### src/rtl/mem_byte_access_master_if.sv
// mem_byte_access_master_if: valid/ready byte-wide data memory port
interface mem_byte_access_master_if #(parameter int ADDR_W = 9) ();
   logic              m_valid;
   logic              m_rw;
   logic [ADDR_W-1:0] m_addr;
   logic [7:0]        m_wdata;
   logic              m_ready;
   logic [7:0]        m_rdata;
   modport master (output m_valid, m_rw, m_addr, m_wdata, input m_ready, m_rdata);
   modport slave  (input m_valid, m_rw, m_addr, m_wdata, output m_ready, m_rdata);
endinterface

### src/rtl/mem_byte_access_master.sv
// mem_byte_access_master: MEM-stage load/store sequenced as 1/2/4 big-endian byte transfers
module mem_byte_access_master #(
   parameter int ADDR_W      = 9,
   parameter int TIMEOUT_CYC = 16
) (
   input  logic        Clk,
   input  logic        R,
   input  logic        mem_req,
   input  logic        rw,
   input  logic [1:0]  size,
   input  logic        se,
   input  logic [31:0] addr,
   input  logic [31:0] wdata,
   output logic        stall,
   output logic        done,
   output logic        err,
   output logic [31:0] rdata,
   mem_byte_access_master_if.master m
);
   typedef enum logic [1:0] {IDLE, BUSY, FINISH, FAULT} state_t;
   localparam int WW = TIMEOUT_CYC > 2 ? $clog2(TIMEOUT_CYC) : 1;
   localparam logic [WW-1:0] WMAX = WW'(TIMEOUT_CYC > 0 ? TIMEOUT_CYC - 1 : 0);
   state_t            state_q, state_d;
   logic              rw_q, rw_d, se_q, se_d;
   logic [ADDR_W-1:0] addr_q, addr_d;
   logic [31:0]       wdata_q, wdata_d, asm_q, asm_d, rdata_q, rdata_d;
   logic [1:0]        cnt_q, cnt_d, idx_q, idx_d;
   logic [WW-1:0]     wait_q, wait_d;
   logic              busy, bad;
   logic [1:0]        sel;
   logic [31:0]       asm_nx, ext;
   logic              unused_addr;
   assign unused_addr = ^addr[31:ADDR_W];
   assign busy   = state_q == BUSY;
   assign bad    = size == 2'b11 || (size == 2'b01 && addr[0]) || (size == 2'b10 && addr[1:0] != 2'b00);
   // cnt_q holds N-1, so cnt_q - idx_q picks the byte lane, most significant first
   assign sel    = cnt_q - idx_q;
   assign asm_nx = {asm_q[23:0], m.m_rdata};
   assign ext    = cnt_q == 2'd0 ? {{24{se_q & asm_nx[7]}}, asm_nx[7:0]} :
                   cnt_q == 2'd1 ? {{16{se_q & asm_nx[15]}}, asm_nx[15:0]} : asm_nx;
   assign stall     = state_q == IDLE ? mem_req : busy;
   assign done      = state_q == FINISH || state_q == FAULT;
   assign err       = state_q == FAULT;
   assign rdata     = rdata_q;
   assign m.m_valid = busy;
   assign m.m_rw    = busy & rw_q;
   assign m.m_addr  = busy ? addr_q + ADDR_W'(idx_q) : '0;
   assign m.m_wdata = busy ? wdata_q[{sel, 3'b000} +: 8] : '0;
   always_comb begin
      state_d = state_q;
      rw_d    = rw_q;
      se_d    = se_q;
      addr_d  = addr_q;
      wdata_d = wdata_q;
      asm_d   = asm_q;
      rdata_d = rdata_q;
      cnt_d   = cnt_q;
      idx_d   = idx_q;
      wait_d  = wait_q;
      case (state_q)
         IDLE: if (mem_req) begin
            if (bad) state_d = FAULT;
            else begin
               state_d = BUSY;
               rw_d    = rw;
               se_d    = se;
               addr_d  = addr[ADDR_W-1:0];
               wdata_d = wdata;
               cnt_d   = size == 2'b00 ? 2'd0 : size == 2'b01 ? 2'd1 : 2'd3;
               idx_d   = '0;
               wait_d  = '0;
               asm_d   = '0;
            end
         end
         BUSY: if (m.m_ready) begin
            wait_d = '0;
            asm_d  = rw_q ? asm_q : asm_nx;
            if (idx_q == cnt_q) begin
               state_d = FINISH;
               rdata_d = rw_q ? rdata_q : ext;
            end else idx_d = idx_q + 2'd1;
         end else if (TIMEOUT_CYC != 0 && wait_q == WMAX) state_d = FAULT;
         else wait_d = wait_q + 1'b1;
         default: state_d = IDLE;
      endcase
   end
   always_ff @(posedge Clk) begin
      if (!R) begin
         state_q <= IDLE;
         rw_q    <= 1'b0;
         se_q    <= 1'b0;
         addr_q  <= '0;
         wdata_q <= '0;
         asm_q   <= '0;
         rdata_q <= '0;
         cnt_q   <= '0;
         idx_q   <= '0;
         wait_q  <= '0;
      end else begin
         state_q <= state_d;
         rw_q    <= rw_d;
         se_q    <= se_d;
         addr_q  <= addr_d;
         wdata_q <= wdata_d;
         asm_q   <= asm_d;
         rdata_q <= rdata_d;
         cnt_q   <= cnt_d;
         idx_q   <= idx_d;
         wait_q  <= wait_d;
      end
   end
endmodule
### src/flat_wrapper.sv
// flat-port wrapper written by rule: the top's interface ports become plain ports
module mem_byte_access_master_flat 
#(
   parameter int ADDR_W      = 9,
   parameter int TIMEOUT_CYC = 16
)
  (Clk, R, mem_req, rw, size, se, addr, wdata, stall, done, err, rdata, m_m_valid, m_m_rw, m_m_addr, m_m_wdata, m_m_ready, m_m_rdata);
  mem_byte_access_master_if #(.ADDR_W(ADDR_W)) m_i ();
  input  logic Clk;
  input  logic R;
  input  logic mem_req;
  input  logic rw;
  input  logic [1:0] size;
  input  logic se;
  input  logic [31:0] addr;
  input  logic [31:0] wdata;
  output logic stall;
  output logic done;
  output logic err;
  output logic [31:0] rdata;
  output wire logic [$bits(m_i.m_valid)-1:0] m_m_valid;
  output wire logic [$bits(m_i.m_rw)-1:0] m_m_rw;
  output wire logic [$bits(m_i.m_addr)-1:0] m_m_addr;
  output wire logic [$bits(m_i.m_wdata)-1:0] m_m_wdata;
  input wire logic [$bits(m_i.m_ready)-1:0] m_m_ready;
  input wire logic [$bits(m_i.m_rdata)-1:0] m_m_rdata;
  assign m_m_valid = m_i.m_valid;
  assign m_m_rw = m_i.m_rw;
  assign m_m_addr = m_i.m_addr;
  assign m_m_wdata = m_i.m_wdata;
  assign m_i.m_ready = m_m_ready;
  assign m_i.m_rdata = m_m_rdata;
  mem_byte_access_master #(.ADDR_W(ADDR_W), .TIMEOUT_CYC(TIMEOUT_CYC)) u_core (.Clk(Clk), .R(R), .mem_req(mem_req), .rw(rw), .size(size), .se(se), .addr(addr), .wdata(wdata), .stall(stall), .done(done), .err(err), .rdata(rdata), .m(m_i));
endmodule
### config.mk
export PLATFORM = sky130hd
export DESIGN_NAME = mem_byte_access_master_flat
export DESIGN_NICKNAME = d
export VERILOG_FILES = /design/src/rtl/mem_byte_access_master_if.sv /design/src/rtl/mem_byte_access_master.sv /design/src/flat_wrapper.sv
export SDC_FILE = /design/constraint.sdc
export NUM_CORES = 1
export LEC_CHECK = 0
export BUFFER_PORTS_ARGS = -buffer_cell sky130_fd_sc_hd__clkbuf_2
export CORE_UTILIZATION = 30
export DETAILED_ROUTE_END_ITERATION = 10
export SYNTH_ARGS = -nofsm -noshare
export SYNTH_HDL_FRONTEND = slang
export SYNTH_SLANG_ARGS = --single-unit
### constraint.sdc
create_clock -name Clk -period 2.1 [get_ports Clk]
set_input_delay 0.42 -clock Clk [delete_from_list [all_inputs] [get_ports Clk]]
set_output_delay 0.42 -clock Clk [all_outputs]
set_load 0.02 [all_outputs]
; ---- Yosys cells after proc, flatten, opt, wreduce, memory -nomap -nowiden
; Cells that the tools add are included.
[word_totals]
reg_bits = 109
out_inout_bits = 54
[classes]
add_sub_neg = 4
eq_ne = 17
shifts = 1
mux = 28
n_bitwise = 5
reduce_logical = 16
[ops]
columns = operator, n
row1 = $mux 24, 4
row2 = $mux 32, 2
row3 = $pmux 24 s2, 1
row4 = $shiftx 32x6->8, 1
row5 = $mux 2, 11
row6 = $mux 4, 4
row7 = $ne 2x2->1 const B, 5
row8 = $reduce_and 5->1, 2
row9 = $add 9x2->9, 1
row10 = $mux 9, 1
row11 = $ne 3x3->1 const B, 3
row12 = $eq 2x2->1 const B, 4
row13 = $mux 8, 1
row14 = $pmux 2 s2, 2
row15 = $pmux 4 s2, 1
row16 = $reduce_and 4->1, 2
row17 = $eq 2x1->1 const B, 3
row18 = $logic_not 2->1, 3
row19 = $reduce_and 3->1, 2
row20 = $add 4x1->4 const B, 1
row21 = $eq 4x4->1 const B, 1
row22 = $reduce_bool 2->1, 2
row23 = $and 1x1->1, 3
row24 = $logic_or 1x1->1, 3
row25 = 6 further kinds, 8

; ---- Longest topological paths before layout
; Gate-level depths: netlist of the first run.
[depth]
ltp_word = 7
ltp_mapped = 8
depth_no_buf = 6

; ---- Worst setup path before layout of the first run
; Ideal clock, no wire load.
[synth_path]
path_type = register to output
startpoint = register u_core.idx_q[1]
endpoint = output port m_m_wdata[5]
arrival_time_ns = 1.637
setup_slack_ns = 0.043
stages_incl_launch_ff = 6
path_buffers = 1
path_cell_list = dfxtp_1 xnor2_4 xor2_4 buf_6 mux2i_1 o22ai_1
[synth_between]
elab_chain_cells = 3
[synth_rtl]
columns = item, line
row1 = from (decl), mem_byte_access_master.sv:27  ; logic [1:0] cnt_q, cnt_d, idx_q, idx_d;
row2 = from (signal assigned), mem_byte_access_master.sv:108  ; idx_q <= idx_d;
row3 = $sub 2x2->2, mem_byte_access_master.sv:37  ; assign sel = cnt_q - idx_q;
row4 = $shiftx 32x6->8, mem_byte_access_master.sv:48  ; assign m.m_wdata = busy ? wdata_q[{sel, 3'b000} +: 8] : '0;
row5 = $mux 8, mem_byte_access_master.sv:48
row6 = to (decl), flat_wrapper.sv:24  ; output wire logic [$bits(m_i.m_wdata)-1:0] m_m_wdata;
; No other way between the ends.

; ---- Worst setup path after layout of the first run
[layout_path]
startpoint = register u_core.idx_q[1]
endpoint = output port m_m_wdata[7]
; The elaborated chain is that of the path after synthesis.

==> reports/summary.txt, run 1 <==
Number of core rows -> 45
Post-layout min period -> 2300 ps
Antenna diode count -> 0
Setup_tns -> -2010 ps
Clock slew at reported path FFs -> 80 ps
DRC violation count after routing -> 0
Synthesized Nets -> 664
Slew @ Worst Pin -> 511 ps
Longest individual stage delay on the worst path -> 380 ps
Hpwl dp -> 8250 um
Design Area, Final -> 6080 sq um
First DRT Iteration DRCs -> 185
Number of instances in the synthesized netlist -> 579
Relative max-transition margin -> 65.5%
Max Root-Sink Buffers -> 2
Vias in the first global route -> 3931
Launch instance of the worst register-to-register path -> u_core.cnt_q[0]
Setup slack, reg-to-reg -> 310 ps
Placer Congestion -> 0.751
Aggregate routed wire length -> 11900 um
Pwr Density -> 777 nW/um^2
Cell at the slowest stage of the critical path -> dfxtp_4
H-tree level count -> 3
Cell leakage power -> 0.00242 uW
Crit path DAT -> 1880 ps
GRT Util Overall -> 15.2%
Initial core utilization -> 31.0%
Worst setup skew after layout -> 10.1 ps
Worst Hold Slack -> 280 ps
Global-route wire length before repair -> 19500 um
Clock Sink Count -> 109
Pins Over Slew Limit -> 0
Number of synthesized flops with an enable pin -> 0
Cell at the root of the clock tree -> clkbuf_16
Die Width -> 128 um
Y dimension of the die -> 128 um
Pin count of the biggest net entering global routing -> 64
First-pass DRT Iterations -> 4
Ratio of routed vias to standard cells -> 4.76
Number of routed nets with antenna violations -> 0
Synthesized area divided by synthesized cell count -> 8.19 sq um
Buffers on Ports -> 110
Most frequently used flop master after synthesis -> dfxtp_1
Placed cell areas -> 5650 sq um
Final worst-path setup slack -> -203 ps
Initial antenna violation count -> 0
Critical R2R Capture -> u_core.rdata[20]
Share of post-route cells with drive strength above 1 -> 27.8%
Cell area after technology mapping -> 4740 sq um
Number of setup violations in the final report -> 15
Routed via count -> 4279
Final total power -> 4730 uW
Maximum fanout along the worst path -> 16
Critical setup path kind -> register to output port
Synth area leaders -> dfxtp_1 46%, o21ai_0 9.4%, nand2_1 8.8%, nand3_1 5.3%, mux2i_1 3.8%
Reg2reg path depth -> 7
Fmax achieved -> 434 MHz
Area overhead of the layout relative to synthesis -> 28.3%
Hold violation count in the final report -> 0
Routed wire per std cell -> 13.2 um
Die outline area -> 16300 sq um
Number of ports placed on the die boundary -> 134
Total congestion overflow -> 0
Clock latency reported for the late side of the worst-skew pair -> 360 ps
Max-cap violations -> 0
Synth area leader -> dfxtp_1
Async S/R FF share, synth -> 0%
Most common cell after layout, fill and taps aside -> nand2_1
Flop and latch count out of synthesis -> 109
Placeable core area -> 15300 sq um
Unrepaired setup endpoints after global routing -> true
Area share of the largest cell type after synthesis -> 46.0%
Startpoint type of the worst setup path -> register
Count of nets after finishing -> 768
Count of different cell masters after synthesis -> 46
Clock tree from TritonCTS -> done
Fin crit share -> 110%
Inserted Clock Buffers -> 9
Result of the run -> finished with violations
Most frequent cells in the layout -> 111 x nand2_1, 104 x dfxtp_1, 98 x clkbuf_2
Post-synthesis sequential area ratio -> 46.0%
Crit path launch -> u_core.idx_q[1]
Critical path required time -> 1680 ps
Type of the tightest min-delay check -> primary input to register
Failing checks -> setup timing
Setup crit end kind -> output port
YS warnings -> 0
Worst ir drop on vdd -> 0.466 mV
Crit path capture -> m_m_wdata[7]
Cell-by-cell trace of the critical path -> xnor2_4 > xor2_4 > buf_12 > mux2i_2 > o22ai_1 > clkbuf_2
==> power breakdown <==
part	switching (uW)	total [uW]	internal (uW)
Clock	827	1770	945
Sequential	72.8	2240	2170
Combinational	442	713	271
==> flip-flops by register name (all words and copies together) (netlist names) <==
signal / count
u_core.se_q: 1
u_core.rw_q: 1
u_core.cnt_q: 2
u_core.addr_q: 9
u_core.rdata: 32
u_core.wait_q: 4
u_core.wdata_q: 32
u_core.state_q: 2
u_core.asm_q: 24
u_core.idx_q: 2
==> metrics by stage <==
step,std cells,setup WS (ps),utilization (%)
final,899,-203,39.7
after floorplan,579,42.7,-
after CTS,899,-245,39.6
after global placement,881,34.1,36.9
after global routing,899,-306,39.7
after detailed placement,881,15.0,36.9
==> worst max-delay path, delay by kind of cell (launching register included) <==
family                 cells  cell delay (ps)
multiplexers               1              260
buffers and inverters      2              360
XOR/XNOR                   2              420
flip-flops                 1              380
AO/OA/AOI/OAI              1              100
==> metal layers <==
metal	up-vias	track usage, %	part of all wire [%]
met2	90	24.3	46
met1	1935	19.0	47
met3	7	5.80	6.2
li1	2247	-	-
met5	-	0	0
met4	0	4.43	0.81
==> timing repair <==
action	CTS	global route
hold buffers	0	0
resized for setup	27	16
pin swaps	9	5
endpoints found under the hold margin	0	0
setup endpoints to repair	17	17
setup buffers	2	0
==> final cells by class <==
cell class / instances / area, sq um
Fill cell: 1654 / 9230
Multi-Input combinational cell: 418 / 2390
Sequential cell: 109 / 2190
Timing Repair Buffer: 141 / 912
Tap cell: 211 / 264
Clock buffer: 9 / 225
Clock inverter: 7 / 86.3
Inverter: 4 / 17.5
==> Yosys cell counts, types with 2 or more instances <==
cell type  number
a21oi_1        29
a21oi_2        10
a311oi_1        2
a31oi_1         3
and2_1          4
and3_1          3
buf_1           3
buf_2           2
buf_6           3
clkbuf_1       39
dfxtp_1       109
ha_1            4
inv_1           2
mux2i_1        18
nand2_1       111
nand2b_1        3
nand3_1        50
nand4_1        26
nor2_1         20
nor3_1         10
nor3b_1         2
o21ai_0        89
o22ai_1         9
or3_1           2
xnor2_1         3
xor2_1          3
==> how the worst min path moves through the flow <==
| stage | startpoint | endpoint | slack (ps) | depth (start not counted) |
|---|---|---|---|---|
| floorplan | u_core.asm_q[16] | u_core.asm_q[16] | 440 | 2 |
| global placement | u_core.asm_q[23] | u_core.asm_q[23] | 450 | 2 |
| detailed placement | u_core.rdata[3] | u_core.rdata[3] | 450 | 2 |
| CTS | wdata[19] | u_core.wdata_q[19] | 270 | 3 |
| global route | wdata[8] | u_core.wdata_q[8] | 280 | 3 |
| finish | wdata[16] | u_core.wdata_q[16] | 280 | 3 |
==> kinds of logic after synthesis <==
logic type	after synthesis	share of synthesized area, %
flops	109	46.0
fa+ha+maj	5	1.48
mux	18	3.80
buf+inv	52	4.88
compound gates	149	18.4
simple gates	238	23.2
xor+xnor	8	2.27
Note: power is estimated with default switching activity, not from simulation.
==> run 2: changes to the inputs <==
--- a/config.mk
+++ b/config.mk
@@ -8,6 +8,7 @@
 export BUFFER_PORTS_ARGS = -buffer_cell sky130_fd_sc_hd__clkbuf_2
 export CORE_UTILIZATION = 30
 export DETAILED_ROUTE_END_ITERATION = 10
+export SETUP_SLACK_MARGIN = 0.5
 export SYNTH_ARGS = -nofsm -noshare
 export SYNTH_HDL_FRONTEND = slang
 export SYNTH_SLANG_ARGS = --single-unit
==> constraint.sdc (replaced) <==
create_clock -name Clk -period 2.1 [get_ports Clk]
set_input_delay 0.42 -clock Clk [delete_from_list [all_inputs] [get_ports Clk]]
set_output_delay 0.42 -clock Clk [all_outputs]
set_load 0.01 [all_outputs]
==> run 2 against run 1 <==
  * The flow still finishes with violations (setup timing)
  * Die area stayed put
  * Non-clock buffer count up 22
  * Worst setup slack better by 56 ps
  * Global-route usage is 0.87 points higher
  * Core utilization is 5.5 points higher
  * Via count up 5.0%
  * Sequential cell count unchanged
  * Clock skew decreased by 2.4 ps
  * Fmax grew 2.5%
  * Power up 4.9%
  * Cell area grew 14%
  * Sequential power barely moved
==> reports/summary.txt, run 2 (synthesis results as in run 1) <==
Fin crit share -> 107%
Max Root-Sink Buffers -> 2
Global-route wire length before repair -> 20800 um
Most frequent cells in the layout -> 103 x nand2_1, 103 x dfxtp_1, 101 x clkbuf_2
Clock slew at reported path FFs -> 70 ps
Share of post-route cells with drive strength above 1 -> 42.3%
Critical path required time -> 1680 ps
Cell at the root of the clock tree -> clkbuf_16
Setup slack, reg-to-reg -> 200 ps
GRT Util Overall -> 16.1%
Worst ir drop on vdd -> 0.494 mV
Inserted Clock Buffers -> 9
Hpwl dp -> 8110 um
Clock Sink Count -> 109
Routed via count -> 4492
Placer Congestion -> 0.722
Fmax achieved -> 445 MHz
Non-filler instance count after layout -> 920
Vias in the first global route -> 4149
Ratio of routed vias to standard cells -> 4.88
Initial antenna violation count -> 0
Number of setup violations in the final report -> 15
Number of routed nets with antenna violations -> 0
Pwr Density -> 715 nW/um^2
Pin count of the biggest net entering global routing -> 92
Aggregate routed wire length -> 13200 um
Clock tree from TritonCTS -> done
Critical R2R Capture -> u_core.rdata[4]
Antenna diode count -> 0
Hold path depth -> 3
Initial core utilization -> 31.0%
Maximum fanout along the worst path -> 9
Number of ports placed on the die boundary -> 134
Die outline area -> 16300 sq um
Result of the run -> finished with violations
Routed wire per std cell -> 14.3 um
Pins Over Slew Limit -> 0
Relative max-transition margin -> 75.0%
Hold violation count in the final report -> 0
Design Area, Final -> 6930 sq um
Unrepaired setup endpoints after global routing -> true
Hold Crit Start -> wdata[1]
First DRT Iteration DRCs -> 207
Total congestion overflow -> 0
Failing checks -> setup timing
Max-cap violations -> 0
Final worst-path setup slack -> -148 ps
Worst setup skew after layout -> 7.71 ps
Die Width -> 128 um
Count of nets after finishing -> 790
First-pass DRT Iterations -> 5
Startpoint type of the worst setup path -> register
Y dimension of the die -> 128 um
DP Cell Count -> 873
Post-layout min period -> 2250 ps
Slew @ Worst Pin -> 374 ps
Type of the tightest min-delay check -> primary input to register
Crit path DAT -> 1830 ps
Cell leakage power -> 0.00275 uW
Number of core rows -> 45
Quantity of hold-fixing buffers added after cts -> 0
Area overhead of the layout relative to synthesis -> 46.3%
Placed cell areas -> 5590 sq um
Reg2reg path depth -> 10
End of the worst hold path -> u_core.wdata_q[1]
Clock latency reported for the late side of the worst-skew pair -> 360 ps
Setup crit end kind -> output port
DRC violation count after routing -> 0
Buffers on Ports -> 110
H-tree level count -> 3
Placeable core area -> 15300 sq um
Critical setup path kind -> register to output port
Launch instance of the worst register-to-register path -> u_core.idx_q[0]
-- run 2: cell types whose count changed in the layout (fill, tap and decap cells not counted), moves of 5 or more --
cell,previous run,this run
o21ai_2,0,31
buf_6,2,19
nand2_4,0,8
o21ai_0,89,53
nand2_1,111,103
a21oi_4,0,6
nor3_1,10,3
a21oi_1,27,4
buf_4,28,20
nor3_2,0,7
nor2_1,20,15
a21oi_2,12,29
-- run 2: worst max path at each step --
stage | startpoint | to | slack, ps | cells past startpoint
after floorplan | u_core.cnt_q[1] | m_m_wdata[6] | 220 | 5
after global placement | u_core.idx_q[0] | m_m_addr[8] | 60 | 6
after detailed placement | u_core.idx_q[0] | m_m_addr[8] | 40 | 6
after CTS | u_core.idx_q[1] | m_m_wdata[0] | -180 | 6
after global routing | u_core.idx_q[0] | m_m_addr[8] | -210 | 6
final | u_core.idx_q[1] | m_m_wdata[0] | -150 | 6
-- run 2: layout make-up --
| type | count | area (sq um) |
|---|---|---|
| fill | 1480 | 8380 |
| multi-input combinational | 418 | 2870 |
| sequential | 109 | 2200 |
| timing repair buffer | 163 | 1300 |
| tap | 211 | 264 |
| clock buffer | 10 | 229 |
| clock inverter | 5 | 60.1 |
| inverter | 4 | 17.5 |
-- run 2: per-layer routing --
layer / routed length, um / GRT usage (%) / up-vias / part of all wire [%]
met5: 0 / 0 / - / 0
li1: - / - / 2294 / -
met1: 5820 / 20.0 / 2072 / 44
met3: 868 / 5.51 / 8 / 6.6
met4: 113 / 4.01 / 0 / 0.86
met2: 6400 / 26.6 / 118 / 48
-- run 2: worst max-delay path, cell delays in order (launching register included) --
cell and delay (ps):
dfxtp_4 390, xnor2_4 200, xor2_4 210, buf_12 170, mux2i_2 230, o22ai_1 130, clkbuf_2 150
-- run 2: stage by stage --
step / utilization [%] / hold slack, ps / setup TNS (ps) / total power (uW) / setup WS, ps
global route: 45.3 / 280 / -2510 / 5180 / -213
CTS: 41.4 / 269 / -2040 / 4810 / -179
finish: 45.3 / 284 / -1400 / 4960 / -148
detailed placement: 36.5 / 449 / 0 / 2940 / 40.6
floorplan: - / 436 / 0 / 2690 / 224
global placement: 36.5 / 446 / 0 / 2940 / 56.7
-- run 2: power breakdown --
part	internal, uW	switching, uW	leakage, uW	total [uW]
Clock	927	784	0.000141	1710
Sequential	2170	87.2	0.000889	2260
Combinational	456	531	0.00172	987
-- run 2: timing repair --
action                     CTS  global route
cloned                       4             4
resized for setup           65           144
pin swaps                   13            49
setup endpoints to repair   69            81
buffers inserted            15             9
==> run 3: changes to the inputs <==
--- a/config.mk
+++ b/config.mk
@@ -8,6 +8,7 @@
 export BUFFER_PORTS_ARGS = -buffer_cell sky130_fd_sc_hd__clkbuf_2
 export CORE_UTILIZATION = 30
 export DETAILED_ROUTE_END_ITERATION = 10
+export MAX_ROUTING_LAYER = met4
 export SETUP_SLACK_MARGIN = 0.5
 export SYNTH_ARGS = -nofsm -noshare
 export SYNTH_HDL_FRONTEND = slang
==> run 3 against run 2 <==
  * The flow still finishes with violations (setup timing)
  * Sequential power about the same
  * Hold slack worse by 0.85 ps
  * Combinational power up 0.9%
  * Clock skew down 0.99 ps
  * Power up 0.24%
  * Worst setup slack worse by 0.55 ps
  * Cell count unchanged
  * First-iteration DRC count up 14%
  * Critical endpoint unchanged
  * Largest cell class unchanged
==> reports/summary.txt, run 3 (synthesis results as in run 1) <==
Result of the run -> finished with violations
Failing checks -> setup timing
Type of the tightest min-delay check -> primary input to register
Design Area, Final -> 6970 sq um
Worst ir drop on vdd -> 0.499 mV
Aggregate routed wire length -> 13300 um
DRC violation count after routing -> 0
Launch instance of the worst register-to-register path -> u_core.cnt_q[0]
Reg2reg path depth -> 11
Clock slew at reported path FFs -> 70 ps
Routed wire per std cell -> 14.4 um
Hold violation count in the final report -> 0
Power share of the combinational group -> 20.0%
Placer Congestion -> 0.730
Relative max-transition margin -> 74.9%
Initial antenna violation count -> 0
Unrepaired setup endpoints after global routing -> true
Worst setup skew after layout -> 6.72 ps
Crit path DAT -> 1830 ps
Placed cell areas -> 5590 sq um
Vias in the first global route -> 4150
Final total power -> 4970 uW
Critical setup path kind -> register to output port
Setup_tns -> -1410 ps
Antenna diode count -> 0
Max-cap violations -> 0
Number of core rows -> 45
Dpl ws -> 40.6 ps
Startpoint type of the worst setup path -> register
Area overhead of the layout relative to synthesis -> 47.1%
Die Width -> 128 um
Ratio of routed vias to standard cells -> 4.88
Setup slack, reg-to-reg -> 160 ps
Hpwl dp -> 8110 um
Routed via count -> 4493
Final worst-path setup slack -> -148 ps
Number of routed nets with antenna violations -> 0
Share of post-route cells with drive strength above 1 -> 42.3%
Hold Crit Start -> wdata[19]
Clock latency reported for the late side of the worst-skew pair -> 360 ps
Maximum fanout along the worst path -> 9
Slew @ Worst Pin -> 375 ps
Initial core utilization -> 31.0%
Fin crit share -> 107%
Y dimension of the die -> 128 um
Global-route wire length before repair -> 20800 um
Longest individual stage delay on the worst path -> 390 ps
Pin count of the biggest net entering global routing -> 92
Fmax achieved -> 445 MHz
Inserted Clock Buffers -> 9
Clock group share of total power -> 34.4%
Sw power -> 1410 uW
Clock tree from TritonCTS -> done
Pins Over Slew Limit -> 0
Buffers on Ports -> 110
Max Root-Sink Buffers -> 2
Setup crit end kind -> output port
Fraction of power spent switching nets -> 28.4%
H-tree level count -> 3
Total congestion overflow -> 0
GRT Util Overall -> 16.5%
Most frequent cells in the layout -> 103 x nand2_1, 103 x dfxtp_1, 101 x clkbuf_2
Hold path depth -> 3
Clock Sink Count -> 109
Pwr Density -> 713 nW/um^2
Die outline area -> 16300 sq um
Cell leakage power -> 0.00276 uW
Placeable core area -> 15300 sq um
Cell-by-cell trace of the critical path -> xnor2_4 > xor2_4 > buf_12 > mux2i_2 > o22ai_1 > clkbuf_2
Cell at the root of the clock tree -> clkbuf_16
First DRT Iteration DRCs -> 236
Cell at the slowest stage of the critical path -> dfxtp_4
End of the worst hold path -> u_core.wdata_q[19]
Quantity of hold-fixing buffers added after cts -> 0
Count of nets after finishing -> 790
Number of ports placed on the die boundary -> 134
Int Power -> 3560 uW
Critical R2R Capture -> u_core.rdata[25]
First-pass DRT Iterations -> 4
Post-layout min period -> 2250 ps
Critical path required time -> 1680 ps
Sequential fraction of design power -> 45.5%
Number of setup violations in the final report -> 15
==> run 3: cell counts in the layout (fill, tap and decap cells not counted) <==
Identical to the previous run, type by type.
==> run 3: worst max path at each step <==
stage / from / end / slack, ps
2_1_floorplan: u_core.cnt_q[1] / m_m_wdata[6] / 220
3_3_place_gp: u_core.idx_q[0] / m_m_addr[8] / 60
3_5_place_dp: u_core.idx_q[0] / m_m_addr[8] / 40
4_1_cts: u_core.idx_q[1] / m_m_wdata[0] / -180
5_1_grt: u_core.idx_q[0] / m_m_addr[8] / -210
6_report: u_core.idx_q[1] / m_m_wdata[0] / -150
==> run 3: layer usage <==
| layer | share of wire, % | track usage [%] |
|---|---|---|
| met3 | 6.4 | 4.92 |
| met4 | 0.78 | 4.01 |
| met1 | 44 | 20.4 |
| met5 | 0 | - |
| met2 | 49 | 26.6 |
==> run 3: power groups by stage <==
stage / clock network, uW / logic (uW) / registers [uW]
CTS: 1770 / 798 / 2250
global route: 1830 / 1080 / 2270
finish: 1710 / 996 / 2260
detailed placement: 0 / 648 / 2300
floorplan: 0 / 397 / 2290
global placement: 0 / 647 / 2290
==> run 3: per-stage QoR <==
step	cells	utilization [%]	hold slack, ps
3_5_place_dp	873	36.5	449
6_report	920	45.5	284
5_1_grt	920	45.5	280
4_1_cts	907	41.4	269
3_3_place_gp	873	36.5	446
2_1_floorplan	579	-	436
==> run 3: area by class of cell <==
cell class / count / area, sq um
Clock buffer: 10 / 229
Clock inverter: 5 / 60.1
Fill cell: 1475 / 8340
Inverter: 4 / 17.5
Multi-Input combinational cell: 418 / 2900
Sequential cell: 109 / 2200
Tap cell: 211 / 264
Timing Repair Buffer: 163 / 1300
==> run 3: timing repair <==
action                                  4_1_cts  5_1_grt
endpoints found under the setup margin       69       81
cloned                                        4        4
hold endpoints to repair                      0        0
pin swaps                                    13       54
resized for setup                            65      149
buffers inserted                             15        9
==> run 3: worst max-delay path: cells and delay by family (launching register included) <==
family | cells | cell delay [ps]
buffers and inverters | 2 | 320
XOR/XNOR | 2 | 410
AO/OA/AOI/OAI | 1 | 130
flip-flops | 1 | 390
multiplexers | 1 | 230
